**src/rtl/fifo_write_arbiter_if.sv**
```systemverilog
// Write-side bundle between the requesters/FIFO and the round-robin write arbiter.
// The slave modport is the arbiter's view; master is the requester/FIFO side.
interface fifo_write_arbiter_if #(
   parameter int NUM_REQ = 4,
   parameter int SIZE    = 32
);
   localparam int IW = $clog2(NUM_REQ);

   logic [NUM_REQ-1:0]      req;
   logic [NUM_REQ*SIZE-1:0] req_data;
   logic                    full_flag;
   logic                    almost_full_flag;
   logic [NUM_REQ-1:0]      ack;
   logic [NUM_REQ-1:0]      grant;
   logic [IW-1:0]           grant_id;
   logic                    valid_write;
   logic [SIZE-1:0]         data_in;
   logic                    busy;

   modport slave (
      input  req, req_data, full_flag, almost_full_flag,
      output ack, grant, grant_id, valid_write, data_in, busy
   );

   modport master (
      output req, req_data, full_flag, almost_full_flag,
      input  ack, grant, grant_id, valid_write, data_in, busy
   );
endinterface

```
**src/rtl/fifo_write_arbiter.sv**
```systemverilog
// Round-robin arbiter sharing one FIFO write port among NUM_REQ requesters,
// granting bursts of up to BURST_LEN words with full/almost-full throttling.
module fifo_write_arbiter #(
   parameter int NUM_REQ   = 4,
   parameter int SIZE      = 32,
   parameter int BURST_LEN = 4
) (
   input  logic               clock,
   input  logic               reset,
   fifo_write_arbiter_if.slave bus
);
   localparam int IW = $clog2(NUM_REQ);
   localparam int CW = $clog2(BURST_LEN + 1);
   localparam logic [CW-1:0] LAST_CNT = CW'(BURST_LEN - 1);
   localparam logic [IW-1:0] LAST_ID  = IW'(NUM_REQ - 1);
   localparam logic [NUM_REQ-1:0] ONE = {{(NUM_REQ-1){1'b0}}, 1'b1};

   typedef enum logic {IDLE, BURST} state_t;

   state_t                       state_q;
   logic [NUM_REQ-1:0]           grant_q;
   logic [IW-1:0]                grant_id_q;
   logic [IW-1:0]                rr_ptr_q;
   logic [CW-1:0]                burst_cnt_q;
   logic                         valid_q;
   logic [SIZE-1:0]              data_q;

   logic [NUM_REQ-1:0][SIZE-1:0] lane_data;
   logic [IW-1:0]                sel_d;
   logic [IW-1:0]                next_ptr;
   logic                         accept;
   logic                         last_word;

   assign lane_data = bus.req_data;

   function automatic logic [IW-1:0] rr_idx(input logic [IW-1:0] base, input int k);
      int s;
      s = int'(base) + k;
      return IW'((s >= NUM_REQ) ? s - NUM_REQ : s);
   endfunction

   // Walk from the far end back to rr_ptr so the closest requester wins.
   always_comb begin
      sel_d = '0;
      for (int k = NUM_REQ - 1; k >= 0; k--) begin
         if (bus.req[rr_idx(rr_ptr_q, k)]) sel_d = rr_idx(rr_ptr_q, k);
      end
   end

   // The almost-full term blocks a second write while the flag may still lag the first.
   assign accept    = (state_q == BURST) && bus.req[grant_id_q] && !bus.full_flag
                      && !(bus.almost_full_flag && valid_q);
   assign last_word = accept && (burst_cnt_q == LAST_CNT);
   assign next_ptr  = (grant_id_q == LAST_ID) ? '0 : grant_id_q + IW'(1);

   always_ff @(posedge clock or posedge reset) begin
      if (reset) begin
         state_q     <= IDLE;
         grant_q     <= '0;
         grant_id_q  <= '0;
         rr_ptr_q    <= '0;
         burst_cnt_q <= '0;
         valid_q     <= 1'b0;
         data_q      <= '0;
      end else begin
         valid_q <= accept;
         if (accept) data_q <= lane_data[grant_id_q];
         case (state_q)
            IDLE: begin
               if (|bus.req && !bus.full_flag) begin
                  state_q     <= BURST;
                  grant_q     <= ONE << sel_d;
                  grant_id_q  <= sel_d;
                  burst_cnt_q <= '0;
               end
            end
            BURST: begin
               if (last_word || !bus.req[grant_id_q]) begin
                  state_q     <= IDLE;
                  grant_q     <= '0;
                  grant_id_q  <= '0;
                  burst_cnt_q <= '0;
                  rr_ptr_q    <= next_ptr;
               end else if (accept) begin
                  burst_cnt_q <= burst_cnt_q + CW'(1);
               end
            end
            default: state_q <= IDLE;
         endcase
      end
   end

   assign bus.ack         = accept ? grant_q : '0;
   assign bus.grant       = grant_q;
   assign bus.grant_id    = grant_id_q;
   assign bus.valid_write = valid_q;
   assign bus.data_in     = data_q;
   assign bus.busy        = (state_q == BURST);

endmodule

```
**src/flat_wrapper.sv**
```systemverilog
// flat-port wrapper written by rule: the top's interface ports become plain ports
module fifo_write_arbiter_flat 
#(
   parameter int NUM_REQ   = 4,
   parameter int SIZE      = 32,
   parameter int BURST_LEN = 4
)
  (clock, reset, bus_req, bus_req_data, bus_full_flag, bus_almost_full_flag, bus_ack, bus_grant, bus_grant_id, bus_valid_write, bus_data_in, bus_busy);
  fifo_write_arbiter_if #(.NUM_REQ(NUM_REQ), .SIZE(SIZE)) bus_i ();
  input  logic clock;
  input  logic reset;
  input wire logic [$bits(bus_i.req)-1:0] bus_req;
  input wire logic [$bits(bus_i.req_data)-1:0] bus_req_data;
  input wire logic [$bits(bus_i.full_flag)-1:0] bus_full_flag;
  input wire logic [$bits(bus_i.almost_full_flag)-1:0] bus_almost_full_flag;
  output wire logic [$bits(bus_i.ack)-1:0] bus_ack;
  output wire logic [$bits(bus_i.grant)-1:0] bus_grant;
  output wire logic [$bits(bus_i.grant_id)-1:0] bus_grant_id;
  output wire logic [$bits(bus_i.valid_write)-1:0] bus_valid_write;
  output wire logic [$bits(bus_i.data_in)-1:0] bus_data_in;
  output wire logic [$bits(bus_i.busy)-1:0] bus_busy;
  assign bus_i.req = bus_req;
  assign bus_i.req_data = bus_req_data;
  assign bus_i.full_flag = bus_full_flag;
  assign bus_i.almost_full_flag = bus_almost_full_flag;
  assign bus_ack = bus_i.ack;
  assign bus_grant = bus_i.grant;
  assign bus_grant_id = bus_i.grant_id;
  assign bus_valid_write = bus_i.valid_write;
  assign bus_data_in = bus_i.data_in;
  assign bus_busy = bus_i.busy;
  fifo_write_arbiter #(.NUM_REQ(NUM_REQ), .SIZE(SIZE), .BURST_LEN(BURST_LEN)) u_core (.clock(clock), .reset(reset), .bus(bus_i));
endmodule
```
**config.mk**
```make
export PLATFORM = sky130hd
export DESIGN_NAME = fifo_write_arbiter_flat
export DESIGN_NICKNAME = d
export VERILOG_FILES = /design/src/rtl/fifo_write_arbiter_if.sv /design/src/rtl/fifo_write_arbiter.sv /design/src/flat_wrapper.sv
export SDC_FILE = /design/constraint.sdc
export NUM_CORES = 1
export LEC_CHECK = 0
export BUFFER_PORTS_ARGS = -buffer_cell sky130_fd_sc_hd__buf_2
export CORE_UTILIZATION = 38
export DETAILED_ROUTE_END_ITERATION = 8
export PLACE_DENSITY = 0.75
export RECOVER_POWER = 25
export SLEW_MARGIN = 20
export SYNTH_ARGS = -nofsm -noshare
export SYNTH_HDL_FRONTEND = slang
export SYNTH_SLANG_ARGS = --single-unit
```
**constraint.sdc**
```tcl
create_clock -name clock -period 1.6 [get_ports clock]
set_input_delay 0.16 -clock clock [delete_from_list [all_inputs] [get_ports clock]]
set_output_delay 0.16 -clock clock [all_outputs]
set_load 0.005 [all_outputs]
```
Word level (Yosys, flattened, before mapping). Cells that the tools add are included.

Shift operators: 1. Reduce and logical (&&, ||, !) cells: 14. $mul: 0. Order comparisons: 9. Multiplexer cells: 35. Divide/modulo/power cells: 0. Equal/unequal tests: 5. Bitwise gates (word level): 1. Add/subtract/negate cells: 9.

Operators by type and width (number): binary-select mux 32 bit (select 2 bit) (1); two-way mux 32 bit (1); two-way mux 2 bit (11); < comparator 2 x 3 -> 1 bit (second input constant) (5); two-way mux 4 bit (3); binary-select mux 1 bit (select 2 bit) (5); greater-or-equal comparator 3 bit (second input constant) (3); two-way mux 3 bit (3); one-hot mux 4 bit (2 select lines) (1); subtractor 2 x 1 -> 2 bit (second input constant) (4); two-way mux 1 bit (7); adder 2 x 2 -> 3 bit (second input constant) (2); logical AND 1 bit (6); one-hot mux 3 bit (2 select lines) (1); AND reduction 2 bit (3); one-hot mux 2 bit (2 select lines) (1); OR reduction 4 bit (1); left shift 1 x 2 -> 4 bit (first input constant) (1); adder 2 x 1 -> 3 bit (second input constant) (1); adder 3 x 1 -> 3 bit (second input constant) (1); equality test 3 x 2 -> 1 bit (second input constant) (1); greater-or-equal comparator 2 x 3 -> 1 bit (second input constant) (1); logical NOT 1 bit (3); inequality test 3 bit (second input constant) (1); other kinds (7) (7).

Bits in latches: 0. Memories kept: 0. Word-level logic and storage cells: 81. Memory bits (writable): 0. Input port bits: 136. Register bits: 45. Memory bits (read-only): 0. Output and inout port bits: 44.

Logic depth before layout (Yosys ltp). Gate-level depths: netlist of run 1.

Word-level depth: 12. Mapped depth: 7. Gate-level depth less buffers: 6.

Least setup slack after synthesis of run 1. No wires, ideal clock.

Path type: reg-to-reg. From: register u_core.grant_id_q[0], in the netlist u_core.bus.grant_id[0]. To: register u_core.rr_ptr_q[1]. Clock period less this slack: 1.750 ns. Path slack: -0.150 ns. Cell stages (with the launch flop): 5. Setup time: 0.125 ns. Data arrival time: 1.625 ns. Path through: dfrtp_1 -> buf_6 -> mux4_2 -> o22ai_4 -> mux2_2.

Longest elaborated chain between the ends: 8. Elaborated cells between the ends (all ways): 12. Classes of those cells: 1 x add/sub; 1 x eq/ne; 3 x mux; 7 x reduce/logical.

Ends and longest elaborated chain: from (decl) (line fifo_write_arbiter.sv:22) `logic [IW-1:0] grant_id_q;`; from (signal assigned) (line fifo_write_arbiter.sv:73) `grant_id_q <= sel_d;`; binary-select mux 1 bit (select 2 bit) (line fifo_write_arbiter.sv:51, fifo_write_arbiter.sv:78); two-way mux 1 bit (implied by the code) (line fifo_write_arbiter.sv:51, fifo_write_arbiter.sv:78); logical AND 1 bit (2 in a row) (line fifo_write_arbiter.sv:51) `assign accept = (state_q == BURST) && bus.req[grant_id_q] && !bus.full_flag`; logical AND 1 bit (line fifo_write_arbiter.sv:52) `&& !(bus.almost_full_flag && valid_q);`; logical AND 1 bit (line fifo_write_arbiter.sv:53) `assign last_word = accept && (burst_cnt_q == LAST_CNT);`; logical OR 1 bit (line fifo_write_arbiter.sv:78) `if (last_word || !bus.req[grant_id_q]) begin`; AND reduction 2 bit (no line); to (signal assigned) (line fifo_write_arbiter.sv:83) `rr_ptr_q <= next_ptr;`; to (decl) (line fifo_write_arbiter.sv:23) `logic [IW-1:0] rr_ptr_q;`.

Several ways; a longest one is shown, not always the timed one. The select of a mux whose other input is x is not followed. A chain may end at the register's enable or synchronous reset.

Final worst setup path of run 1.
From: register u_core.grant_id_q[0], in the netlist u_core.bus.grant_id[0]. To: output port bus_ack[1].

Longest elaborated chain between the ends: 6.

Ends and longest elaborated chain: binary-select mux 1 bit (select 2 bit) (line fifo_write_arbiter.sv:51); two-way mux 1 bit (implied by the code) (line fifo_write_arbiter.sv:51); logical AND 1 bit (2 in a row) (line fifo_write_arbiter.sv:51); logical AND 1 bit (line fifo_write_arbiter.sv:52); two-way mux 4 bit (line fifo_write_arbiter.sv:93) `assign bus.ack = accept ? grant_q : '0;`; to (decl) (line flat_wrapper.sv:16) `output wire logic [$bits(bus_i.ack)-1:0] bus_ack;`.

Every way passes these cells. The select of a mux whose other input is x is not followed.

==> reports/metrics.yaml, run 1 <==
end_kind: "output pin"
die_w_um: 85.9
yosys_warnings: 0
p_leak_nw: 2.12
synth.distinct_cells: 31
slew_headroom_pct: 45.7
min_path_type: "in -> reg"
multi_input_area_mm2: 0.00149
fmax_mhz: 565
track_usage_pct: 21.9
antenna_cells: 0
synth_ff_type: "dfrtp_1"
synth_nets: 379
irDropWorstVdd_uv: 727
io_pins: 180
max-clock-path-buffers: 2
setup_violations: 34
r2r_cells: 4
hold_ws_ns: 0.275
clk_latency_ns: 0.29
drc: 0
core_mm2: 0.00679
chipHeight_um: 85.9
antenna_found_initial: 0
r2r_setup_slack_ns: -0.17
cts_inserted_buffers: 5
wl_per_cell_um: 15.0
holdPathStages: 4
cp_slowest_cell: "mux4_2"
rsz0062_at_grt: "yes"
yosysSeqAreaShare_pct: 42.1
final_area_mm2: 0.00400
dp.cells: 514
mappedNetlistArea_mm2: 0.00268
finalWorstSetupSlack_ns: -0.170
synth_common_cells: "98 x nand2_1, 45 x dfrtp_1, 33 x mux4_2, 9 x buf_2, 5 x a21o_1"
worst-endpoint-arrival_ns: 1.61
drv_slew: 0
violations: "setup timing"
clk_pin_slew_ns: 0.08
fin_nets: 572
start_kind: "flip-flop"
yosys_register_bits: 45
worst_slew_pin_slew_ns: 0.814
max_stage_delay_ns: 0.55
p_per_area_mw_per_mm2: 1480
postSynthAreaPerCell_um2: 11.1
dr.pass1.iters: 4
drt_iter0_drc: 84
synth_area_leaders: "dfrtp_1 42%, mux4_2 28%, nand2_1 14%"
fin_cells: 530
seq_area_mm2: 0.00113
place_area_mm2: 0.00373
max_cap_violations: 0
layout-drive-gt1-share_pct: 57.4
yosysMostFrequentCell: "nand2_1"
final_hold_viol_count: 0
worstPathRequired_ns: 1.44
rows: 30
async_flop_share_pct: 100
cp_max_fo: 5
ctsHtreeMaxLevel: 2
synth_top_area_cell: "dfrtp_1"
cts_root_buffer: "clkbuf_8"
path_class: "reg -> out"
grt_overflow: 0
r2r-start: "u_core.bus.grant_id[0]$_DFFE_PP0P_"
finalWirelength_um: 7960
vias: 2661
cp_cell_sequence: "mux4_2, nand3_4, inv_4, and2_4, buf_6"
synthCells: 240
fillerInstances: 617
clock_skew_ns: 0.00416
grt_max_degree: 22
cts_sinks: 45
gp_congestion: 0.802
start_util_pct: 39.4
io_buffers: 179
min_period_ns: 1.77
finalCritPeriodShare_pct: 111
status: "finished, violations left"
dieArea_mm2: 0.00738
syn2layout_area_growth_pct: 49.7
grt_pass1_vias: 2710
cts_tree: "done"
vias_per_cell: 5.02
ant_nets: 0
min_to: "u_core.bus.data_in[5]$_DFFE_PP0P_"
grt_pass1_wl_um: 12500
reg2reg_to: "u_core.rr_ptr_q[1]$_DFFE_PP0P_"
synth_edf_count: 0
dp_hpwl_um: 6200
synth_top_area_share_pct: 42.1
hp-start: "bus_req_data[5]"
## where the power goes
group | switching [mW] | internal, mW
clock network | 0.369 | 0.311
registers | 0.297 | 1.64
logic | 1.50 | 1.82
total | 2.17 | 3.77
## placed cells by master (no fill, tap or decap), drive strengths merged, types with 3 or more instances in the layout
cell type	synthesis	routed
buf	10	197
a32o	4	4
nor2	5	5
ha	3	3
o21ai	4	4
mux4	33	33
dfrtp	45	45
inv	5	5
clkbuf	4	8
nand3	3	3
and2	4	4
a21o	5	5
nand2	98	98
a22o	3	3
## worst max-delay path by stage
stage	start	to	slack, ns	cells after the start
after global routing	u_core.bus.grant_id[0]$_DFFE_PP0P_	bus_ack[1]	-0.23	5
after CTS	u_core.bus.grant_id[0]$_DFFE_PP0P_	bus_ack[2]	-0.16	5
after global placement	u_core.bus.grant_id[0]$_DFFE_PP0P_	u_core.bus.grant_id[0]$_DFFE_PP0P_	-0.03	4
final	u_core.bus.grant_id[0]$_DFFE_PP0P_	bus_ack[1]	-0.17	5
after detailed placement	u_core.bus.grant_id[0]$_DFFE_PP0P_	u_core.burst_cnt_q[0]$_DFFE_PP0P_	-0.05	4
after floorplan	u_core.bus.grant_id[0]$_DFFE_PP0P_	u_core.rr_ptr_q[1]$_DFFE_PP0P_	-0.15	4
## worst max-delay path, delay by kind of cell (launching register included)
family                 cells  cell delay (ns)
multiplexers               1             0.55
buffers and inverters      2             0.16
flip-flops                 1             0.38
AND/OR/NAND/NOR            2             0.25
## state kept, by name, summed over array words and instances, names as in the netlist
signal and flops:
u_core.bus.grant_id 2, u_core.rr_ptr_q 2, u_core.bus.grant 4, u_core.bus.data_in 32, u_core.bus.busy 1, u_core.burst_cnt_q 3
u_core.bus.valid_write 1
## logic make-up after synthesis
| group | count (synthesis) | synth area share (%) |
|---|---|---|
| DFF | 45 | 42.1 |
| muxes | 35 | 28.6 |
| AOI/OAI and AO/OA | 22 | 6.78 |
| buffers and inverters | 19 | 3.37 |
| and+or+nand+nor | 116 | 17.7 |
| adders and majority gates | 3 | 1.40 |
## per-layer routing
metal / wire [um] / global-route usage (%)
met1: 3170 / 26.7
met3: 409 / 3.56
met2: 4340 / 40.4
met4: 36 / 5.00
met5: 0 / 0
## metrics by stage
step / total power, mW / util (%) / setup TNS [ns] / setup slack (ns)
finish: 5.94 / 58.9 / -3.52 / -0.170
global route: 6.41 / 58.9 / -6.37 / -0.226
CTS: 5.96 / 58.1 / -3.39 / -0.165
detailed placement: 5.03 / 54.9 / -0.542 / -0.0460
global placement: 4.91 / 54.9 / -0.0860 / -0.0261
floorplan: 3.93 / - / -4.00 / -0.150
## repair_timing
item,in CTS,in global routing
setup endpoints to repair,32,47
pin swaps,6,2
resized for setup,6,13
hold buffers,1,0
setup buffers,6,0
hold endpoints to repair,19,0
gates cloned,2,0
## area by class of cell
| cell class | instances | share of cell area [%] |
|---|---|---|
| repair buffers | 200 | 29.2 |
| inverters | 5 | 0.531 |
| multi-input cells | 176 | 37.1 |
| clock buffers | 8 | 2.00 |
| flip-flops and latches | 45 | 28.2 |
| well taps | 96 | 3.00 |
No activity file was read; power rests on OpenSTA's default activity.
==> inputs of run 2 (changes only) <==
==> constraint.sdc (replaced) <==
create_clock -name clock -period 1.6 [get_ports clock]
set_input_delay 0.16 -clock clock [delete_from_list [all_inputs] [get_ports clock]]
set_output_delay 0.16 -clock clock [all_outputs]
set_load 0.01 [all_outputs]
==> run 2 against run 1 <==
Net effect:
- the flow still finishes with violations (setup timing)
- maximum frequency is 1.1% lower
- largest power group unchanged
- clock power rose by 6.5%
- worst hold slack lost 0.0070 ns
- die area unchanged
- via count down 2.3%
- critical path type unchanged
==> reports/metrics.yaml, run 2 (same netlist as run 1, synthesis figures left out) <==
p_per_area_mw_per_mm2: 1550
end_kind: "output pin"
r2r_setup_slack_ns: -0.18
worst-endpoint-arrival_ns: 1.63
grt_pass1_wl_um: 12000
rsz0062_at_grt: "yes"
violations: "setup timing"
worst_slew_pin_slew_ns: 0.618
cp_max_fo: 5
slew_headroom_pct: 58.5
place_area_mm2: 0.00376
layout-drive-gt1-share_pct: 56.5
vias_per_cell: 4.92
fin_nets: 570
ctsHtreeMaxLevel: 2
clk_pin_slew_ns: 0.09
min_path_type: "in -> reg"
finalCritPeriodShare_pct: 112
holdPathStages: 4
antenna_cells: 0
cts_root_buffer: "clkbuf_8"
largest_reg_flops: 32
chipHeight_um: 85.9
drt_iter0_drc: 85
grt_max_degree: 46
ant_nets: 0
dp_hpwl_um: 5760
io_pins: 180
start_util_pct: 39.4
hp-start: "bus_req_data[20]"
final_hold_viol_count: 0
clock_skew_ns: 0.0110
vias: 2600
r2r_cells: 4
start_kind: "flip-flop"
drv_slew: 0
irDropWorstVdd_uv: 771
max-clock-path-buffers: 2
fmax_mhz: 559
cts_tree: "done"
max_cap_violations: 0
finalWorstSetupSlack_ns: -0.190
track_usage_pct: 21.1
wl_per_cell_um: 14.4
clk_latency_ns: 0.30
core_mm2: 0.00679
setup_violations: 33
min_period_ns: 1.79
gp_congestion: 0.747
dr.pass1.iters: 4
io_buffers: 179
antenna_found_initial: 1
die_w_um: 85.9
min_to: "u_core.bus.data_in[20]$_DFFE_PP0P_"
cts_inserted_buffers: 5
pre_cts_slack_ns: -0.0283
syn2layout_area_growth_pct: 49.0
p_leak_nw: 2.11
reg2reg_to: "u_core.rr_ptr_q[1]$_DFFE_PP0P_"
path_class: "reg -> out"
drc: 0
dieArea_mm2: 0.00738
rows: 30
finalWirelength_um: 7600
grt_pass1_vias: 2590
final_cell_mix: "177 x buf_2, 98 x nand2_1, 44 x dfrtp_1, 33 x mux4_2, 8 x buf_4"
status: "finished, violations left"
final_area_mm2: 0.00399
grt_overflow: 0
worstPathRequired_ns: 1.44
final_common_cell: "buf_2"
cts_sinks: 45
r2r-start: "u_core.bus.grant_id[0]$_DFFE_PP0P_"
==> run 2: cell types whose count changed in the layout (fill, tap and decap cells not counted), moves of 2 or more <==
cell	delta
buf_12	+2
buf_6	-3
and2_4	-3
and2_1	+3
buf_2	+2
buf_4	-4
==> run 2: critical path, stage by stage (launching register included) <==
cell	delay (ns)
dfrtp_2	0.38
mux4_2	0.55
nand3_4	0.10
inv_4	0.05
and2_4	0.15
buf_6	0.11
==> run 2: final cells by class <==
class	instances	area, um2
fill	608	2810
multi-input combinational	176	1470
timing repair buffer	198	1150
sequential	45	1130
tap	96	120
clock buffer	8	90.1
inverter	5	21.3
==> run 2: worst max path at each step <==
stage | from | to | slack [ns]
2_1_floorplan | u_core.bus.grant_id[0]$_DFFE_PP0P_ | u_core.rr_ptr_q[1]$_DFFE_PP0P_ | -0.19
3_3_place_gp | u_core.bus.grant_id[0]$_DFFE_PP0P_ | u_core.bus.grant_id[0]$_DFFE_PP0P_ | -0.01
3_5_place_dp | u_core.bus.grant_id[0]$_DFFE_PP0P_ | u_core.bus.grant_id[1]$_DFFE_PP0P_ | -0.03
4_1_cts | u_core.bus.grant_id[0]$_DFFE_PP0P_ | bus_ack[3] | -0.20
5_1_grt | u_core.bus.grant_id[0]$_DFFE_PP0P_ | bus_ack[0] | -0.26
6_report | u_core.bus.grant_id[0]$_DFFE_PP0P_ | bus_ack[3] | -0.19
==> run 2: metrics by stage <==
| step | hold WS, ns | cells | setup TNS [ns] | utilization, % | total power [mW] |
|---|---|---|---|---|---|
| floorplan | 0.415 | 240 | -5.83 | - | 4.11 |
| global placement | 0.215 | 513 | -0.0226 | 55.4 | 5.19 |
| detailed placement | 0.232 | 513 | -0.186 | 55.4 | 5.29 |
| CTS | 0.260 | 528 | -4.00 | 58.7 | 6.24 |
| global route | 0.264 | 528 | -6.60 | 58.7 | 6.68 |
| finish | 0.268 | 528 | -3.92 | 58.7 | 6.16 |
==> run 2: what timing repair did <==
| item | in CTS | in global routing |
|---|---|---|
| hold endpoints to repair | 45 | 0 |
| resized for setup | 7 | 4 |
| hold buffers | 1 | 0 |
| setup buffers | 5 | 0 |
| cloned | 2 | 0 |
| pin swaps | 5 | 3 |
| setup endpoints to repair | 18 | 48 |
==> run 2: per-layer routing <==
layer	vias to the layer above	track usage (%)	wire [um]
li1	1244	-	-
met3	13	5.10	433
met4	2	5.45	94
met2	98	37.7	3930
met1	1243	25.5	3130
met5	-	0	8
==> run 2: report_power, final <==
| part | switching [mW] | total [mW] | internal [mW] | leakage (nW) |
|---|---|---|---|---|
| Combinational | 1.66 | 3.52 | 1.86 | 1.50 |
| Clock | 0.372 | 0.724 | 0.353 | 0.0455 |
| Sequential | 0.281 | 1.92 | 1.64 | 0.570 |
